## config.mk

```make
export PLATFORM = sky130hd
export DESIGN_NAME = mem_port_arbiter_flat
export DESIGN_NICKNAME = d
export VERILOG_FILES = /design/src/rtl/mem_port_arbiter_if.sv /design/src/rtl/mem_port_arbiter.sv /design/src/flat_wrapper.sv
export SDC_FILE = /design/constraint.sdc
export NUM_CORES = 1
export LEC_CHECK = 0
export CAP_MARGIN = 20
export CORE_MARGIN = 2
export CORE_UTILIZATION = 40
export DETAILED_ROUTE_END_ITERATION = 12
export GPL_ROUTABILITY_DRIVEN = 0
export PLACE_DENSITY = 0.82
export SLEW_MARGIN = 25
export SYNTH_ARGS = -nofsm -noshare
export SYNTH_HDL_FRONTEND = slang
export SYNTH_SLANG_ARGS = --single-unit
export TNS_END_PERCENT = 1
```

## constraint.sdc

```tcl
create_clock -name clk -period 4.2 [get_ports clk]
set_clock_uncertainty 0.2 [all_clocks]
set_input_delay 0.42 -clock clk [delete_from_list [all_inputs] [get_ports clk]]
set_output_delay 0.42 -clock clk [all_outputs]
set_load 0.005 [all_outputs]
```

## src/rtl/mem_port_arbiter_if.sv

```systemverilog
// mem_port_arbiter_if: fetch, load/store and memory-side signals of the shared data-memory bus
interface mem_port_arbiter_if;
   logic        i_req;
   logic [31:0] i_addr;
   logic [31:0] i_rdata;
   logic        i_ready;
   logic        d_req;
   logic        d_write;
   logic [1:0]  d_size;
   logic [31:0] d_addr;
   logic [31:0] d_wdata;
   logic [31:0] d_rdata;
   logic        d_ready;
   logic        err;
   logic        stall;
   logic        m_mreq;
   logic        m_write;
   logic [1:0]  m_size;
   logic [31:0] m_addr;
   logic [31:0] m_wdata;
   logic [31:0] m_rdata;
   logic        m_ack;
   modport master (
      output i_req, i_addr, d_req, d_write, d_size, d_addr, d_wdata, m_rdata, m_ack,
      input  i_rdata, i_ready, d_rdata, d_ready, err, stall, m_mreq, m_write, m_size, m_addr, m_wdata
   );
   modport slave (
      input  i_req, i_addr, d_req, d_write, d_size, d_addr, d_wdata, m_rdata, m_ack,
      output i_rdata, i_ready, d_rdata, d_ready, err, stall, m_mreq, m_write, m_size, m_addr, m_wdata
   );
endinterface

```

## src/rtl/mem_port_arbiter.sv

```systemverilog
// mem_port_arbiter: shares one memory bus between fetch and load/store, data-first with a streak limit
module mem_port_arbiter #(
   parameter int TIMEOUT  = 255,
   parameter int D_STREAK = 4
) (
   input logic clk,
   input logic rst_n,
   mem_port_arbiter_if.slave bus
);
   localparam logic [1:0] IDLE = 2'd0, BUSY = 2'd1, DONE = 2'd2;
   logic [1:0]  state;
   logic        owner;
   logic [15:0] tcnt, streak;
   logic        gd, gi, mis, fin;
   logic [31:0] g_addr;
   logic [1:0]  g_size;
   always_comb begin
      gd = bus.d_req && (streak < 16'(D_STREAK) || !bus.i_req);
      gi = bus.i_req && !gd;
      g_addr = gd ? bus.d_addr : bus.i_addr;
      g_size = gd ? bus.d_size : 2'b00;
      mis = g_size == 2'b01 ? g_addr[0] : g_size == 2'b10 ? 1'b0 : g_addr[1:0] != 2'b00;
      fin = bus.m_ack || tcnt == 16'(TIMEOUT - 1);
   end
   assign bus.stall = (bus.i_req && !bus.i_ready) || (bus.d_req && !bus.d_ready);
   always_ff @(posedge clk or negedge rst_n) begin
      if (!rst_n) begin
         state       <= IDLE;
         owner       <= 1'b0;
         tcnt        <= '0;
         streak      <= '0;
         bus.m_mreq  <= 1'b0;
         bus.m_write <= 1'b0;
         bus.m_size  <= 2'b00;
         bus.m_addr  <= '0;
         bus.m_wdata <= '0;
         bus.i_rdata <= '0;
         bus.d_rdata <= '0;
         bus.i_ready <= 1'b0;
         bus.d_ready <= 1'b0;
         bus.err     <= 1'b0;
      end else begin
         case (state)
            IDLE: if (gd || gi) begin
               owner  <= gd;
               // a data grant only happens below the limit while fetch waits, so no explicit clamp
               streak <= (gd && bus.i_req) ? streak + 16'd1 : 16'd0;
               if (mis) begin
                  state       <= DONE;
                  bus.err     <= 1'b1;
                  bus.i_ready <= gi;
                  bus.d_ready <= gd;
                  if (gd) bus.d_rdata <= '0;
                  else bus.i_rdata <= '0;
               end else begin
                  state       <= BUSY;
                  tcnt        <= '0;
                  bus.m_mreq  <= 1'b1;
                  bus.m_write <= gd && bus.d_write;
                  bus.m_size  <= g_size;
                  bus.m_addr  <= g_addr;
                  bus.m_wdata <= gd ? bus.d_wdata : '0;
               end
            end
            BUSY: if (fin) begin
               state       <= DONE;
               bus.m_mreq  <= 1'b0;
               bus.m_write <= 1'b0;
               bus.m_wdata <= '0;
               bus.err     <= !bus.m_ack;
               bus.i_ready <= !owner;
               bus.d_ready <= owner;
               if (owner) bus.d_rdata <= bus.m_ack ? bus.m_rdata : '0;
               else bus.i_rdata <= bus.m_ack ? bus.m_rdata : '0;
            end else begin
               tcnt <= tcnt + 16'd1;
            end
            DONE: begin
               state       <= IDLE;
               bus.i_ready <= 1'b0;
               bus.d_ready <= 1'b0;
               bus.err     <= 1'b0;
            end
            default: state <= IDLE;
         endcase
      end
   end
endmodule

```

## src/flat_wrapper.sv

```systemverilog
// flat-port wrapper written by rule: the top's interface ports become plain ports
module mem_port_arbiter_flat 
#(
   parameter int TIMEOUT  = 255,
   parameter int D_STREAK = 4
)
  (clk, rst_n, bus_i_req, bus_i_addr, bus_d_req, bus_d_write, bus_d_size, bus_d_addr, bus_d_wdata, bus_m_rdata, bus_m_ack, bus_i_rdata, bus_i_ready, bus_d_rdata, bus_d_ready, bus_err, bus_stall, bus_m_mreq, bus_m_write, bus_m_size, bus_m_addr, bus_m_wdata);
  mem_port_arbiter_if bus_i ();
  input logic clk;
  input logic rst_n;
  input wire logic [$bits(bus_i.i_req)-1:0] bus_i_req;
  input wire logic [$bits(bus_i.i_addr)-1:0] bus_i_addr;
  input wire logic [$bits(bus_i.d_req)-1:0] bus_d_req;
  input wire logic [$bits(bus_i.d_write)-1:0] bus_d_write;
  input wire logic [$bits(bus_i.d_size)-1:0] bus_d_size;
  input wire logic [$bits(bus_i.d_addr)-1:0] bus_d_addr;
  input wire logic [$bits(bus_i.d_wdata)-1:0] bus_d_wdata;
  input wire logic [$bits(bus_i.m_rdata)-1:0] bus_m_rdata;
  input wire logic [$bits(bus_i.m_ack)-1:0] bus_m_ack;
  output wire logic [$bits(bus_i.i_rdata)-1:0] bus_i_rdata;
  output wire logic [$bits(bus_i.i_ready)-1:0] bus_i_ready;
  output wire logic [$bits(bus_i.d_rdata)-1:0] bus_d_rdata;
  output wire logic [$bits(bus_i.d_ready)-1:0] bus_d_ready;
  output wire logic [$bits(bus_i.err)-1:0] bus_err;
  output wire logic [$bits(bus_i.stall)-1:0] bus_stall;
  output wire logic [$bits(bus_i.m_mreq)-1:0] bus_m_mreq;
  output wire logic [$bits(bus_i.m_write)-1:0] bus_m_write;
  output wire logic [$bits(bus_i.m_size)-1:0] bus_m_size;
  output wire logic [$bits(bus_i.m_addr)-1:0] bus_m_addr;
  output wire logic [$bits(bus_i.m_wdata)-1:0] bus_m_wdata;
  assign bus_i.i_req = bus_i_req;
  assign bus_i.i_addr = bus_i_addr;
  assign bus_i.d_req = bus_d_req;
  assign bus_i.d_write = bus_d_write;
  assign bus_i.d_size = bus_d_size;
  assign bus_i.d_addr = bus_d_addr;
  assign bus_i.d_wdata = bus_d_wdata;
  assign bus_i.m_rdata = bus_m_rdata;
  assign bus_i.m_ack = bus_m_ack;
  assign bus_i_rdata = bus_i.i_rdata;
  assign bus_i_ready = bus_i.i_ready;
  assign bus_d_rdata = bus_i.d_rdata;
  assign bus_d_ready = bus_i.d_ready;
  assign bus_err = bus_i.err;
  assign bus_stall = bus_i.stall;
  assign bus_m_mreq = bus_i.m_mreq;
  assign bus_m_write = bus_i.m_write;
  assign bus_m_size = bus_i.m_size;
  assign bus_m_addr = bus_i.m_addr;
  assign bus_m_wdata = bus_i.m_wdata;
  mem_port_arbiter #(.TIMEOUT(TIMEOUT), .D_STREAK(D_STREAK)) u_core (.clk(clk), .rst_n(rst_n), .bus(bus_i));
endmodule
```

* Word level (Yosys, flattened, before mapping)
Index checks and enable logic that the tools add are counted.
Storage, ports and cells: register bits 170, input port bits 136, output and inout bits 136, word-level logic and storage cells 110
Cells by class: add/sub/neg operators 2, $lt $le $gt $ge 1, equality and inequality tests 14, muxes and demuxes 50, bitwise gates (word level) 1, reduce and logical (&&, ||, !) cells 28
Operators by type and width (number):
- 32-bit 2-to-1 mux | 16
- 32-bit one-hot mux with 2 select lines | 3
- 16-bit 2-to-1 mux | 4
- 16-bit by 1-bit adder with 16-bit output, second input constant | 2
- 16-bit one-hot mux with 2 select lines | 1
- 16-bit by 8-bit equality test with 1-bit output, second input constant | 1
- 16-bit by 3-bit < comparator with 1-bit output, second input constant | 1
- 1-bit 2-to-1 mux | 16
- 4-bit AND reduction | 3
- 6-bit AND reduction | 2
- 2-bit by 1-bit inequality test with 1-bit output, second input constant | 5
- 1-bit one-hot mux with 3 select lines | 3
- 2-bit 2-to-1 mux | 4
- 2-bit inequality test, second input constant | 4
- 1-bit logical AND | 6
- 1-bit logical NOT | 6
- 2-bit by 1-bit equality test with 1-bit output, second input constant | 2
- 2-bit equality test, second input constant | 2
- 1-bit logical OR | 4
- 1-bit one-hot mux with 2 select lines | 2
- 2-bit one-hot mux with 2 select lines | 1
- 2-bit AND reduction | 2
- 2-bit nonzero test | 2
- 3-bit AND reduction | 1
- 3 further kinds | 3

* Logic depth before layout (Yosys ltp)
depth in word-level cells 10, gate-level depth with buffers 10, gate-level depth less buffers 8

* Least setup slack after synthesis
No wires, ideal clock.
path type flip-flop to flip-flop, start register u_core.tcnt[0], end register u_core.bus.i_rdata[10], setup time 0.127 ns, data arrival time 2.124 ns, data required time 3.873 ns, path slack 1.749 ns, stages on the path, launching flop included 11, path buffers 2, clock period less this slack 2.451 ns, cell sequence dfrtp_1 > inv_1 > ha_1 > nor4b_2 > nand4_2 > o21ai_2 > nand2_2 > or3_1 > buf_2 > buf_6 > mux2_1
Between the ends: word-level cells in the longest chain between the ends 4
Ends and longest elaborated chain:
- start, declared | RTL line mem_port_arbiter.sv:13 | logic [15:0] tcnt, streak;
- start signal, assigned | RTL line mem_port_arbiter.sv:76 | tcnt <= tcnt + 16'd1;
- 16-bit by 8-bit equality test with 1-bit output | RTL line mem_port_arbiter.sv:23 | fin = bus.m_ack || tcnt == 16'(TIMEOUT - 1);
- 1-bit logical OR | RTL line mem_port_arbiter.sv:23
- 2-bit by 1-bit inequality test with 1-bit output (no source line)
- 6-bit AND reduction (no source line)
- end signal, assigned | RTL line mem_port_arbiter.sv:74 | else bus.i_rdata <= bus.m_ack ? bus.m_rdata : '0;
- end, declared | RTL line mem_port_arbiter_if.sv:29 | output i_rdata, i_ready, d_rdata, d_ready, err, stall, m_mreq, m_write, m_size, m_addr, m_wdata
No other way between the ends. A chain may end at the register's enable or synchronous reset.

* Final worst setup path
start register u_core.state[1], end register u_core.tcnt[5]
Between the ends: word-level cells in the longest chain between the ends 3, elaborated cells between the ends (all ways) 8, those cells by class 4 x eq/ne; 1 x mux; 3 x reduce/logical
Ends and longest elaborated chain:
- start, declared | RTL line mem_port_arbiter.sv:11 | logic [1:0] state;
- start signal, assigned | RTL line mem_port_arbiter.sv:28 | state <= IDLE;
- start signal, assigned | RTL line mem_port_arbiter.sv:49 | state <= DONE;
- start signal, assigned | RTL line mem_port_arbiter.sv:56 | state <= BUSY;
- 2-bit by 1-bit equality test with 1-bit output / 2-bit logical NOT (equally long branches) | RTL line mem_port_arbiter.sv:43 | case (state)
- 2-bit inequality test (no source line) (tied with other cells)
- 4-bit AND reduction (no source line)
Several ways; a longest one is shown, not always the timed one.

==> out/qor.txt <==
outcome: finished, final reports clean
Tmin final: 3.36 ns
Die Wd: 143 um
antenna violations before repair: 0
critical path type: reg2reg
Worst Max-Slew Pin Slew: 1.04 ns
Final Max Tran Viols: 0
Post-CTS Hold Fix Bufs: 1
largest net degree at the start of global routing: 108
clock tree buffer depth: 2
area share of fa/ha/maj cells after synthesis: 1.14%
critical path fanouts, max: 17
Pleak: 5.19 nW
Post-synth EDFFs: 0
# setup viols final: 0
CP required: 4.31 ns
Clock Tree Root: clkbuf_16
Synth area leader: dfrtp_1
Vias: 5,961
register area share after synthesis: 55.4%
complex-gate fraction of the synthesized area: 10.9%
Post-CTS Setup Bufs: 0
unrepaired setup endpoints after global routing: false
# rows: 50
Initial Util: 40.9%
Synth cell types: 51
first-pass GRT wire length: 33.1 mm
Synth Area in XOR/XNOR: 1.60%
Die ar.: 20,300 sq um
Synthesized Nets: 775
Crit path arrival time: 3.47 ns
fin nets: 1,036
Max Cap Viol: 0
Overall Global Routing Usage: 20.8%
Warnings, synthesis: 0
layout cells sized above 1: 10.8%
nature of the critical path endpoint: flop
mux share of post-synthesis cell area: 15.8%
# IOs: 272
H-tree depth: 4
Rel. slew slack: 30.6%
# resized after CTS: 0
Peak VDD IR: 296 uV
Core Util, Final: 59.7%
DIE HEIGHT: 143 um
clock sink total: 170
synthesized cell area: 7680 sq um
Setup TNS Final: 0 ns
PwrDens: 586 nW/um^2
Antenna Nets Post-Route: 0
grt ovf: 0
number of inserted diodes: 0
Vias/cell: 5.23
Iter 0 DRT Violations: 359
Gate Count Post-Synth: 632
Most used DFF post-synth: dfrtp_1
Post-Synth Simple-Gate Area: 11.8%
worst skew pair latency: 0.43 ns
hpwl dp: 14.9 mm
Post-Syn Area per Cell: 12.2 sq um
Worst-path clk slew: 0.07 ns
top cells by count, synth: dfrtp_1 (170), nand2_1 (49), o21ai_0 (42)
Std-Cell Core Area: 18,800 sq um
Synth top area share: 55.4%
Area Overhead vs Synth: 45.9%
ys async rst share: 100%
drt drc: 0
DR pass1 iterations: 4
Fmax: 298 MHz
drt total wl: 20.9 mm
Startpoint Class: flop
main area contributors after synthesis: dfrtp_1 (55%), mux2_4 (5.9%), mux2_1 (4.8%), mux2i_1 (4.2%), a22o_1 (4.1%)
Wirelength per Cell: 18.3 um
count leader, synth: dfrtp_1
# fillers: 1,470
Final Hold Viols: 0
Tcrit/Tclk final: 80.0%
Yosys reg bits: 170
I/O Buffers: 271
HP Class: reg2reg
CTS tree: done
vias in the first global route: 6,058
combinational family with the most area after synthesis: multiplexers
TritonCTS Buffers: 17
-- final timing paths --
kind | start | endpoint | slack, ns | cells past startpoint
min in group asynchronous | rst_n | u_core.bus.m_addr[11] | 0.44 | 2
worst max-delay path | u_core.state[1] | u_core.tcnt[5] | 0.84 | 8
worst max register to register | u_core.state[1] | u_core.tcnt[5] | 0.84 | 8
worst min-delay path | u_core.bus.m_addr[24] | u_core.bus.m_addr[24] | 0.28 | 2
worst min register to register | u_core.bus.m_addr[24] | u_core.bus.m_addr[24] | 0.28 | 2
max in group asynchronous | rst_n | u_core.bus.d_rdata[2] | 2.51 | 3
-- stage by stage --
step	instances	setup slack [ns]	total power, mW	instance area [sq um]	hold slack [ns]
4_1_cts	1140	0.855	6.62	11200	0.285
6_report	1140	0.839	6.57	11200	0.280
2_1_floorplan	632	1.75	3.73	7680	-0.0756
3_5_place_dp	1107	0.615	5.01	10600	0.269
5_1_grt	1140	0.502	6.95	11200	0.300
3_3_place_gp	1107	0.705	4.92	10600	0.263
-- state kept, by name, summed over array words and instances, names as in the netlist --
| register | cells |
|---|---|
| u_core.bus.m_size | 2 |
| u_core.state | 2 |
| u_core.bus.err | 1 |
| u_core.bus.i_rdata | 32 |
| u_core.bus.m_mreq | 1 |
| u_core.bus.d_ready | 1 |
| u_core.tcnt | 16 |
| u_core.bus.m_write | 1 |
| u_core.bus.m_addr | 32 |
| u_core.streak | 16 |
| u_core.bus.i_ready | 1 |
| u_core.bus.m_wdata | 32 |
| u_core.owner | 1 |
| u_core.bus.d_rdata | 32 |
-- metal layers --
layer / global-route usage [%] / wire length (um) / vias up
met4: 7.76 / 508 / 0
li1: - / - / 2793
met1: 26.8 / 8940 / 2956
met5: 0 / 0 / -
met3: 3.90 / 879 / 36
met2: 35.0 / 10500 / 176
-- where the power goes --
group | switching [mW] | internal [mW]
combinational | 1.22 | 1.42
sequential | 0.266 | 2.07
clock | 0.690 | 0.906
total | 2.18 | 4.39
-- worst max-delay path, cell delays in order (launching register included) --
cell	delay, ns
dfrtp_1	0.40
inv_1	0.10
ha_1	0.61
nor2_1	0.19
a211oi_1	0.50
o21ai_1	0.48
a2111oi_1	0.52
xnor2_1	0.17
nor2_1	0.06
-- layout by cell type (no fill, tap or decap), drive strengths merged, types with 3 or more instances in the layout --
cell type	count
nor3	5
clkinv	5
and3	36
nand3	9
xnor2	11
inv	14
o31ai	3
mux2i	32
nand4	9
clkbuf	19
nor2b	5
a21oi	10
and4	3
mux2	69
nor4	3
a211oi	5
or3	5
o21ai	45
dfrtp	170
nor2	40
buf	11
a31oi	4
a2111oi	5
clkdlybuf4s50	270
a22o	36
xor2	3
ha	7
nand2	50
-- area by class of cell --
class                   count  area [sq um]  share of cell area (%)
repair buffers            283          2830                    25.3
clock inverters            14           159                    1.42
inverters                   8          30.0                   0.268
flip-flops and latches    170          4250                    38.0
clock buffers              18           439                    3.92
well taps                 234           293                    2.61
multi-input cells         413          3200                    28.5
-- kinds of logic after synthesis --
group,after synthesis
buffers and inverters,49
muxes,101
AOI/OAI and AO/OA,117
adders and majority gates,7
xor gates and xnor gates,14
and+or+nand+nor,174
DFF,170
(Power assumes the default switching activity.)
